<file path="config.mk">
export PLATFORM = sky130hd
export DESIGN_NAME = conv_job_scheduler
export DESIGN_NICKNAME = d
export VERILOG_FILES = /design/src/rtl/conv_job_scheduler.sv
export SDC_FILE = /design/constraint.sdc
export NUM_CORES = 1
export LEC_CHECK = 0
export CORE_MARGIN = 5
export CORE_UTILIZATION = 30
export DETAILED_ROUTE_END_ITERATION = 8
export GPL_TIMING_DRIVEN = 0
export PLACE_DENSITY = 0.62
export REMOVE_ABC_BUFFERS = 1
export SLEW_MARGIN = 20
export SYNTH_ARGS = -nofsm -noshare
export SYNTH_HDL_FRONTEND = slang
export SYNTH_SLANG_ARGS = --single-unit
</file>
<file path="constraint.sdc">
create_clock -name clk -period 6.2 [get_ports clk]
set_clock_uncertainty 0.2 [all_clocks]
set_input_delay 0.93 -clock clk [delete_from_list [all_inputs] [get_ports clk]]
set_output_delay 0.93 -clock clk [all_outputs]
set_load 0.02 [all_outputs]
</file>
<file path="src/rtl/conv_job_scheduler.sv">
// conv_job_scheduler
//   Round-robin scheduler sharing one pipelined convolution engine between two
//   requesters. The winner's IFM stream is forwarded to the engine, with its
//   weights overlaid on the first W_LEN beats. OFM results are returned tagged
//   with the owner. Aborted streams and stalled engines end the job with an
//   error pulse. Every job, good or bad, is followed by an engine flush.
//
// Ports
//   clk, rst_n              clock, asynchronous active-low reset
//   req[1:0]                level job request per requester
//   gnt[1:0]                one-hot one-cycle grant pulse
//   s_valid[1:0]            per-requester beat valid
//   s0_ifm/s0_w, s1_ifm/s1_w  requester IFM and weight beats
//   eng_in_valid, eng_weight_valid, eng_ifm, eng_weight   engine input side
//   eng_out_valid, eng_ofm  engine result side
//   ofm_valid, ofm_data, ofm_id, ofm_last                  returned results
//   job_done[1:0], job_err[1:0]                            per-requester pulses
//
// Optional build macro CONV_SCHED_STATS_EN adds saturating 16-bit counters
//   stat_ok (completed jobs) and stat_err (failed jobs).
//
// State table
//   state   | meaning
//   S_IDLE  | waiting for a request, arbitration happens here
//   S_LOAD  | grant issued, streaming beats and collecting results, timeout armed
//           | once all beats are loaded
//   S_FLUSH | engine draining, leave after FLUSH_CYC cycles without a result

module conv_job_scheduler #(
    parameter int DATA_W    = 16,
    parameter int OUT_W     = 36,
    parameter int IFM_LEN   = 49,
    parameter int W_LEN     = 9,
    parameter int OFM_LEN   = 25,
    parameter int TIMEOUT   = 16,
    parameter int FLUSH_CYC = 4
) (
    input  logic              clk,
    input  logic              rst_n,
    input  logic [1:0]        req,
    output logic [1:0]        gnt,
    input  logic [1:0]        s_valid,
    input  logic [DATA_W-1:0] s0_ifm,
    input  logic [DATA_W-1:0] s0_w,
    input  logic [DATA_W-1:0] s1_ifm,
    input  logic [DATA_W-1:0] s1_w,
    output logic              eng_in_valid,
    output logic              eng_weight_valid,
    output logic [DATA_W-1:0] eng_ifm,
    output logic [DATA_W-1:0] eng_weight,
    input  logic              eng_out_valid,
    input  logic [OUT_W-1:0]  eng_ofm,
    output logic              ofm_valid,
    output logic [OUT_W-1:0]  ofm_data,
    output logic              ofm_id,
    output logic              ofm_last,
    output logic [1:0]        job_done,
    output logic [1:0]        job_err
`ifdef CONV_SCHED_STATS_EN
    ,
    output logic [15:0]       stat_ok,
    output logic [15:0]       stat_err
`endif
);

    localparam int BW  = $clog2(IFM_LEN + 1);
    localparam int OCW = $clog2(OFM_LEN + 1);
    localparam int TW  = $clog2(TIMEOUT + 1);
    localparam int QW  = $clog2(FLUSH_CYC + 1);

    localparam logic [BW-1:0]  L_IFM      = BW'(IFM_LEN);
    localparam logic [BW-1:0]  L_WLEN     = BW'(W_LEN);
    localparam logic [OCW-1:0] L_OFM      = OCW'(OFM_LEN);
    localparam logic [OCW-1:0] L_OFM_LAST = OCW'(OFM_LEN - 1);
    localparam logic [TW-1:0]  L_TMO      = TW'(TIMEOUT - 1);
    localparam logic [QW-1:0]  L_QUIET    = QW'(FLUSH_CYC - 1);

    typedef enum logic [1:0] {
        S_IDLE  = 2'd0,
        S_LOAD  = 2'd1,
        S_FLUSH = 2'd2
    } state_t;

    state_t             r_state;
    logic               r_sel;
    logic               r_last;      // last-served requester
    logic [BW-1:0]      r_beat;
    logic [OCW-1:0]     r_ocnt;
    logic [TW-1:0]      r_tmo;
    logic [QW-1:0]      r_quiet;

    logic [1:0]         r_gnt;
    logic               r_eng_in_valid;
    logic               r_eng_weight_valid;
    logic [DATA_W-1:0]  r_eng_ifm;
    logic [DATA_W-1:0]  r_eng_weight;
    logic               r_ofm_valid;
    logic [OUT_W-1:0]   r_ofm_data;
    logic               r_ofm_id;
    logic               r_ofm_last;
    logic [1:0]         r_job_done;
    logic [1:0]         r_job_err;

    logic               w_win;
    logic [1:0]         w_sel_oh;
    logic               w_sel_valid;
    logic [DATA_W-1:0]  w_ifm;
    logic [DATA_W-1:0]  w_w;
    logic               w_res;
    logic               w_done;
    logic               w_streaming;
    logic               w_armed;

    // Both requesting: the one not served last wins; otherwise the lone requester.
    assign w_win       = (&req) ? ~r_last : req[1];
    assign w_sel_oh    = r_sel ? 2'b10 : 2'b01;
    assign w_sel_valid = r_sel ? s_valid[1] : s_valid[0];
    assign w_ifm       = r_sel ? s1_ifm : s0_ifm;
    assign w_w         = r_sel ? s1_w : s0_w;
    assign w_res       = (r_state == S_LOAD) && eng_out_valid && (r_ocnt < L_OFM);
    assign w_done      = w_res && (r_ocnt == L_OFM_LAST);
    assign w_streaming = (r_beat < L_IFM);
    // The grant cycle itself carries no beat; streaming starts the cycle after.
    assign w_armed     = (r_gnt == 2'b00);

    always_ff @(posedge clk or negedge rst_n) begin
        if (!rst_n) begin
            r_state            <= S_IDLE;
            r_sel              <= 1'b0;
            r_last             <= 1'b1;
            r_beat             <= '0;
            r_ocnt             <= '0;
            r_tmo              <= '0;
            r_quiet            <= '0;
            r_gnt              <= 2'b00;
            r_eng_in_valid     <= 1'b0;
            r_eng_weight_valid <= 1'b0;
            r_eng_ifm          <= '0;
            r_eng_weight       <= '0;
            r_ofm_valid        <= 1'b0;
            r_ofm_data         <= '0;
            r_ofm_id           <= 1'b0;
            r_ofm_last         <= 1'b0;
            r_job_done         <= 2'b00;
            r_job_err          <= 2'b00;
        end else begin
            r_gnt              <= 2'b00;
            r_eng_in_valid     <= 1'b0;
            r_eng_weight_valid <= 1'b0;
            r_eng_ifm          <= '0;
            r_eng_weight       <= '0;
            r_ofm_valid        <= 1'b0;
            r_ofm_last         <= 1'b0;
            r_job_done         <= 2'b00;
            r_job_err          <= 2'b00;

            case (r_state)
                S_IDLE: begin
                    if (|req) begin
                        r_gnt   <= w_win ? 2'b10 : 2'b01;
                        r_sel   <= w_win;
                        r_beat  <= '0;
                        r_ocnt  <= '0;
                        r_tmo   <= L_TMO;
                        r_state <= S_LOAD;
                    end
                end

                S_LOAD: begin
                    if (w_res) begin
                        r_ofm_valid <= 1'b1;
                        r_ofm_data  <= eng_ofm;
                        r_ofm_id    <= r_sel;
                        r_ocnt      <= r_ocnt + 1'b1;
                    end

                    if (w_done) begin
                        r_ofm_last <= 1'b1;
                        r_job_done <= w_sel_oh;
                        r_last     <= r_sel;
                        r_quiet    <= L_QUIET;
                        r_state    <= S_FLUSH;
                    end else if (w_streaming) begin
                        if (w_armed) begin
                            if (w_sel_valid) begin
                                r_eng_in_valid     <= 1'b1;
                                r_eng_ifm          <= w_ifm;
                                r_eng_weight_valid <= (r_beat < L_WLEN);
                                r_eng_weight       <= (r_beat < L_WLEN) ? w_w : '0;
                                r_beat             <= r_beat + 1'b1;
                            end else begin
                                r_job_err <= w_sel_oh;
                                r_last    <= r_sel;
                                r_quiet   <= L_QUIET;
                                r_state   <= S_FLUSH;
                            end
                        end
                    end else begin
                        // Stall detection: down-counter reloaded by every result.
                        if (eng_out_valid) begin
                            r_tmo <= L_TMO;
                        end else if (r_tmo == '0) begin
                            r_job_err <= w_sel_oh;
                            r_last    <= r_sel;
                            r_quiet   <= L_QUIET;
                            r_state   <= S_FLUSH;
                        end else begin
                            r_tmo <= r_tmo - 1'b1;
                        end
                    end
                end

                S_FLUSH: begin
                    if (eng_out_valid) begin
                        r_quiet <= L_QUIET;
                    end else if (r_quiet == '0) begin
                        r_state <= S_IDLE;
                    end else begin
                        r_quiet <= r_quiet - 1'b1;
                    end
                end

                default: r_state <= S_IDLE;
            endcase
        end
    end

    assign gnt              = r_gnt;
    assign eng_in_valid     = r_eng_in_valid;
    assign eng_weight_valid = r_eng_weight_valid;
    assign eng_ifm          = r_eng_ifm;
    assign eng_weight       = r_eng_weight;
    assign ofm_valid        = r_ofm_valid;
    assign ofm_data         = r_ofm_data;
    assign ofm_id           = r_ofm_id;
    assign ofm_last         = r_ofm_last;
    assign job_done         = r_job_done;
    assign job_err          = r_job_err;

`ifdef CONV_SCHED_STATS_EN
    logic [15:0] r_stat_ok;
    logic [15:0] r_stat_err;

    always_ff @(posedge clk or negedge rst_n) begin
        if (!rst_n) begin
            r_stat_ok  <= '0;
            r_stat_err <= '0;
        end else begin
            if ((|r_job_done) && (r_stat_ok != 16'hFFFF)) begin
                r_stat_ok <= r_stat_ok + 16'd1;
            end
            if ((|r_job_err) && (r_stat_err != 16'hFFFF)) begin
                r_stat_err <= r_stat_err + 16'd1;
            end
        end
    end

    assign stat_ok  = r_stat_ok;
    assign stat_err = r_stat_err;
`endif

endmodule

</file>
-- After elaboration in Yosys (flattened, before gate mapping)
Cells that the tools add are included.
- flip-flop bits (word level): 102
- input port bits: 107
- output and inout bits: 79
- word-level logic and storage cells: 149
- $add $sub $neg: 4
- magnitude comparators: 3
- eq/ne operators: 21
- muxes and demuxes: 82
- bitwise logic cells: 1
- reductions and logical operators: 20
- operators with widths (kind ; count):
    2-to-1 mux 16 bit ; 13
    2-to-1 mux 2 bit ; 22
    2-to-1 mux 5 bit ; 7
    2-to-1 mux 6 bit ; 5
    2-to-1 mux 3 bit ; 8
    2-to-1 mux 1 bit ; 22
    one-hot mux 5 bit (2 select lines) ; 2
    != test 2 bit (second input constant) ; 9
    != test 4 bit (second input constant) ; 3
    one-hot mux 6 bit (2 select lines) ; 1
    AND reduction 6 bit ; 2
    AND reduction 5 bit ; 2
    != test 3 bit (second input constant) ; 3
    AND reduction 7 bit ; 1
    adder 6 x 1 -> 6 bit (second input constant) ; 1
    < comparator 6 x 4 -> 1 bit (second input constant) ; 1
    < comparator 6 bit (second input constant) ; 1
    one-hot mux 2 bit (3 select lines) ; 1
    one-hot mux 3 bit (2 select lines) ; 1
    AND reduction 2 bit ; 3
    adder 5 x 1 -> 5 bit (second input constant) ; 1
    == test 5 bit (second input constant) ; 1
    zero test 5 bit ; 1
    < comparator 5 bit (second input constant) ; 1
    15 further kinds ; 19

-- Longest topological paths before layout
- depth after elaboration: 7
- mapped depth: 11
- depth with buffers taken out: 7

-- Worst setup path after synthesis
No wires, ideal clock.
- path kind: register to register
- start point: reg r_beat[0]
- end point: reg r_eng_weight[6], in the netlist eng_weight[6]
- library setup time: 0.073 ns
- arrival time: 2.606 ns
- data required time: 5.927 ns
- path slack: 3.321 ns
- cell stages (with the launch flop): 11
- buffers on the path: 3
- period minus slack after synthesis: 2.879 ns
- path through: dfrtp_1 -> inv_1 -> ha_1 -> or3b_1 -> a311o_1 -> or4_1 -> buf_2 -> a2111o_1 -> buf_6 -> buf_6 -> nor2_1
- word-level cells in the longest chain between the ends: 7
- elaborated cells on any way between the ends: 8
- those cells by class: 2 x order compare; 6 x mux
- RTL lines (element ; line ; text):
    from (decl) ; 87 ; logic [BW-1:0] r_beat;
    from (signal assigned) ; 190 ; r_beat <= r_beat + 1'b1;
    < comparator 6 x 4 -> 1 bit ; 189 ; r_eng_weight <= (r_beat < L_WLEN) ? w_w : '0;
    2-to-1 mux 16 bit ; 189 ;
    2-to-1 mux 16 bit ; 185 ; if (w_sel_valid) begin
    2-to-1 mux 16 bit ; 184 ; if (w_armed) begin
    2-to-1 mux 16 bit (*) ; 183 ; end else if (w_streaming) begin
    2-to-1 mux 16 bit (*) ; 177 ; if (w_done) begin
    2-to-1 mux 16 bit (*) ; 157 ; case (r_state)
    to (signal assigned) ; 189 ;
    to (decl) ; 96 ; logic [DATA_W-1:0] r_eng_weight;
Every way passes the cells marked *; elsewhere a longest branch is shown, timed or not.
A chain may end at the register's enable or synchronous reset.

-- Worst setup path after layout
- start point: in eng_out_valid
- end point: reg r_eng_weight[8], in the netlist eng_weight[8]
- word-level cells in the longest chain between the ends: 5
- RTL lines (element ; line ; text):
    from (decl) ; 51 ; input logic eng_out_valid,
    logical AND 1 bit (2 in series) ; 120 ; assign w_res = (r_state == S_LOAD) && eng_out_valid && (r_ocnt < L_OFM);
    logical AND 1 bit ; 121 ; assign w_done = w_res && (r_ocnt == L_OFM_LAST);
    2-to-1 mux 16 bit ; 177 ;
    2-to-1 mux 16 bit ; 157 ;
No other way between the ends.

==> out/summary.txt <==
Worst-Skew Late Latency = 0.35 ns
Worst Path Arrival = 3.66 ns
area of placed instances = 6397 sq um
Setup Fix Bufs, Post-CTS = 0
post-synth cell types = 45
CTS root buffer = clkbuf_16
slew of the pin with the lowest slew margin = 0.8635 ns
Critical Path Sink Type = flip-flop
area delta synth->final = 53.85%
status = completed
CTS Buf Count = 9
residual DRC count = 0
Synth Area in Compound Gates = 0.05949
core area = 14370 sq um
Post-Synth Adder-Cell Area = 0.02310
sequential area share after synthesis = 0.5894
via/cell ratio = 4.539
layout cells sized above 1 = 0.04545
endpoints failing hold = 0
post_cts resized = 0
Mapped Avg Cell Area = 10.05 sq um
H-tree depth = 3
top cell type's share of synthesized area = 0.5833
largest net degree at the start of global routing = 54
count leader, synth = nand2_1
Synth Warn # = 0
CP Capture Point = eng_weight[8]$_DFF_PN0_
Post-Synth Simple-Gate Area = 0.2056
post-route ant nets = 0
initial core utilization = 0.3016
crit path time final = 3.585 ns
Slew Limit Headroom = 0.4168
startpoint types = primary input
top_reg_cell synth = dfrtp_1
final setup TNS = 0 ns
r2r startpoint = r_beat[1]$_DFFE_PN0P_
CTS sink count = 102
final worst-path cycle share = 0.5782
post-route cell area = 6666 sq um
Mapped Cells = 431
dominant cells by area after synthesis = dfrtp_1 58%, nand2_1 11%, mux2i_1 8.1%
Required @ worst endpoint = 6.27 ns
wire per inst = 15.12 microns
initial antenna violation count = 1
ys async rst share = 1.000
Inserted Diodes = 0
Port-buffer cells = 185
CTS Hold Bufs = 0
mux share of post-synthesis cell area = 0.08345
worst-case clock buffer depth = 2
grt ovf = 0
FILL cells = 1358
endpoints failing setup = 0
Synth Cell Area = 4333 sq um
Pins Over Slew Limit = 0
first-pass GRT wire length = 19.11 mm
Leak Pwr = 0.003126 uW
RSZ-0062 raised after global routing = false
HPWL Detailed = 9.093 mm
R2R depth = 7
xor/xnor cell area share of the yosys netlist = 0.004043
largest family of logic cells by synthesized area = simple AND/OR/NAND/NOR gates
die width = 130.2 microns
Synth top cells by count = 124 x nand2_1, 101 x dfrtp_1, 44 x nor2_1
Post-synth EDFFs = 0
FMAX = 0.2790 GHz
drt pass-1 iters = 4
1st-iter DRT viols = 182
Placer Congestion = 0.8180
synthesized flop and latch total = 102
worst-path fanout max = 19
vias in the first global route = 3801
Hold Crit Class = reg -> reg
Worst Setup SP = eng_out_valid
Die H = 130.2 microns
cell taking the most area after synthesis = dfrtp_1
peak supply drop = 0.1794 mV
total power = 2766 uW
setup slack, reg-to-reg = 2.77 ns
crit path kind = in -> reg
CTS tree = built
Cell Pwr Density = 415.0 nW/um^2
reg-to-reg endpoint = eng_weight[8]$_DFF_PN0_
CTS clock-pin slew for the worst setup and hold paths = 0.07 ns
Via Count = 3631
die area = 16950 sq um
max cap viols = 0
Ports = 186
Final nets = 726
total track usage = 0.1445
Routed WL = 12.09 mm
Rows = 44
## final cells by class
class / instances / area, sq um / area share
clock buffers: 12 / 246.5 / 0.03697
clock inverters: 4 / 22.52 / 0.003378
inverters: 14 / 53.80 / 0.008071
multi-input cells: 293 / 1628 / 0.2442
flip-flops and latches: 102 / 2555 / 0.3833
well taps: 184 / 230.2 / 0.03453
repair buffers: 191 / 1931 / 0.2896
## metal layers
layer	GRT usage	vias to the layer above	share of wire
met5	0	-	0.0011
met3	0.04748	19	0.088
li1	-	1775	-
met2	0.2408	125	0.48
met1	0.1711	1710	0.41
met4	0.06112	2	0.024
## registers in the layout, indices dropped and copies added, names as in the netlist
signal            flops
job_err               2
gnt                   2
r_beat                6
r_last                1
eng_weight           16
r_state               2
ofm_last              1
ofm_id                1
r_quiet               3
r_sel                 1
eng_ifm              16
r_ocnt                5
job_done              2
ofm_data             36
r_tmo                 5
eng_in_valid          1
eng_weight_valid      1
ofm_valid             1
## layout by cell type, fill, tap and decap left out, drive strengths merged, types with 3 or more instances in the layout
cell type | Yosys | layout
o31a | 4 | 4
a21oi | 7 | 7
ha | 8 | 8
mux2i | 35 | 35
nor3 | 5 | 5
clkinv | 1 | 4
clkdlybuf4s50 | 0 | 184
buf | 4 | 7
nor4 | 3 | 3
inv | 13 | 13
nand3 | 7 | 7
nand2b | 4 | 4
and3 | 5 | 5
clkbuf | 18 | 12
dfrtp | 101 | 101
nor2 | 44 | 44
o21ai | 11 | 11
nand2 | 124 | 124
or2 | 3 | 3
## power by group
| part | internal, uW | total [uW] | switching (uW) |
|---|---|---|---|
| clock | 282 | 526 | 245 |
| combinational | 574 | 1240 | 669 |
| sequential | 873 | 997 | 124 |
## worst max-delay path, cell delays in order
cell and delay, ns:
clkdlybuf4s50_1 0.62, and3_1 0.32, or4_1 0.84, a2111o_1 0.74, nor2_1 0.19
## how the worst min path moves through the flow
stage	cells after the start	startpoint	endpoint	slack, ns
after floorplan	1	r_tmo[3]$_DFFE_PN0P_	r_tmo[3]$_DFFE_PN0P_	0.25
after global placement	2	ofm_data[22]$_DFFE_PN0P_	ofm_data[22]$_DFFE_PN0P_	0.26
after detailed placement	2	ofm_data[27]$_DFFE_PN0P_	ofm_data[27]$_DFFE_PN0P_	0.26
after CTS	2	ofm_data[27]$_DFFE_PN0P_	ofm_data[27]$_DFFE_PN0P_	0.28
after global routing	2	ofm_data[0]$_DFFE_PN0P_	ofm_data[0]$_DFFE_PN0P_	0.29
final	2	ofm_data[27]$_DFFE_PN0P_	ofm_data[27]$_DFFE_PN0P_	0.27
## per-stage QoR
stage	util	setup WS (ns)	cells	hold slack [ns]
floorplan	-	2.105	409	0.2496
global placement	0.4396	0.06378	778	0.2569
detailed placement	0.4452	2.241	784	0.2621
CTS	0.4640	2.605	800	0.2792
global route	0.4640	2.465	800	0.2921
finish	0.4640	2.615	800	0.2721
## kinds of logic after synthesis
group,after synthesis
xor gates and xnor gates,2
adders and majority gates,8
and+or+nand+nor,209
muxes,36
buffers and inverters,36
DFF,102
AOI/OAI and AO/OA,38
Power figures use the tool's default switching activity.
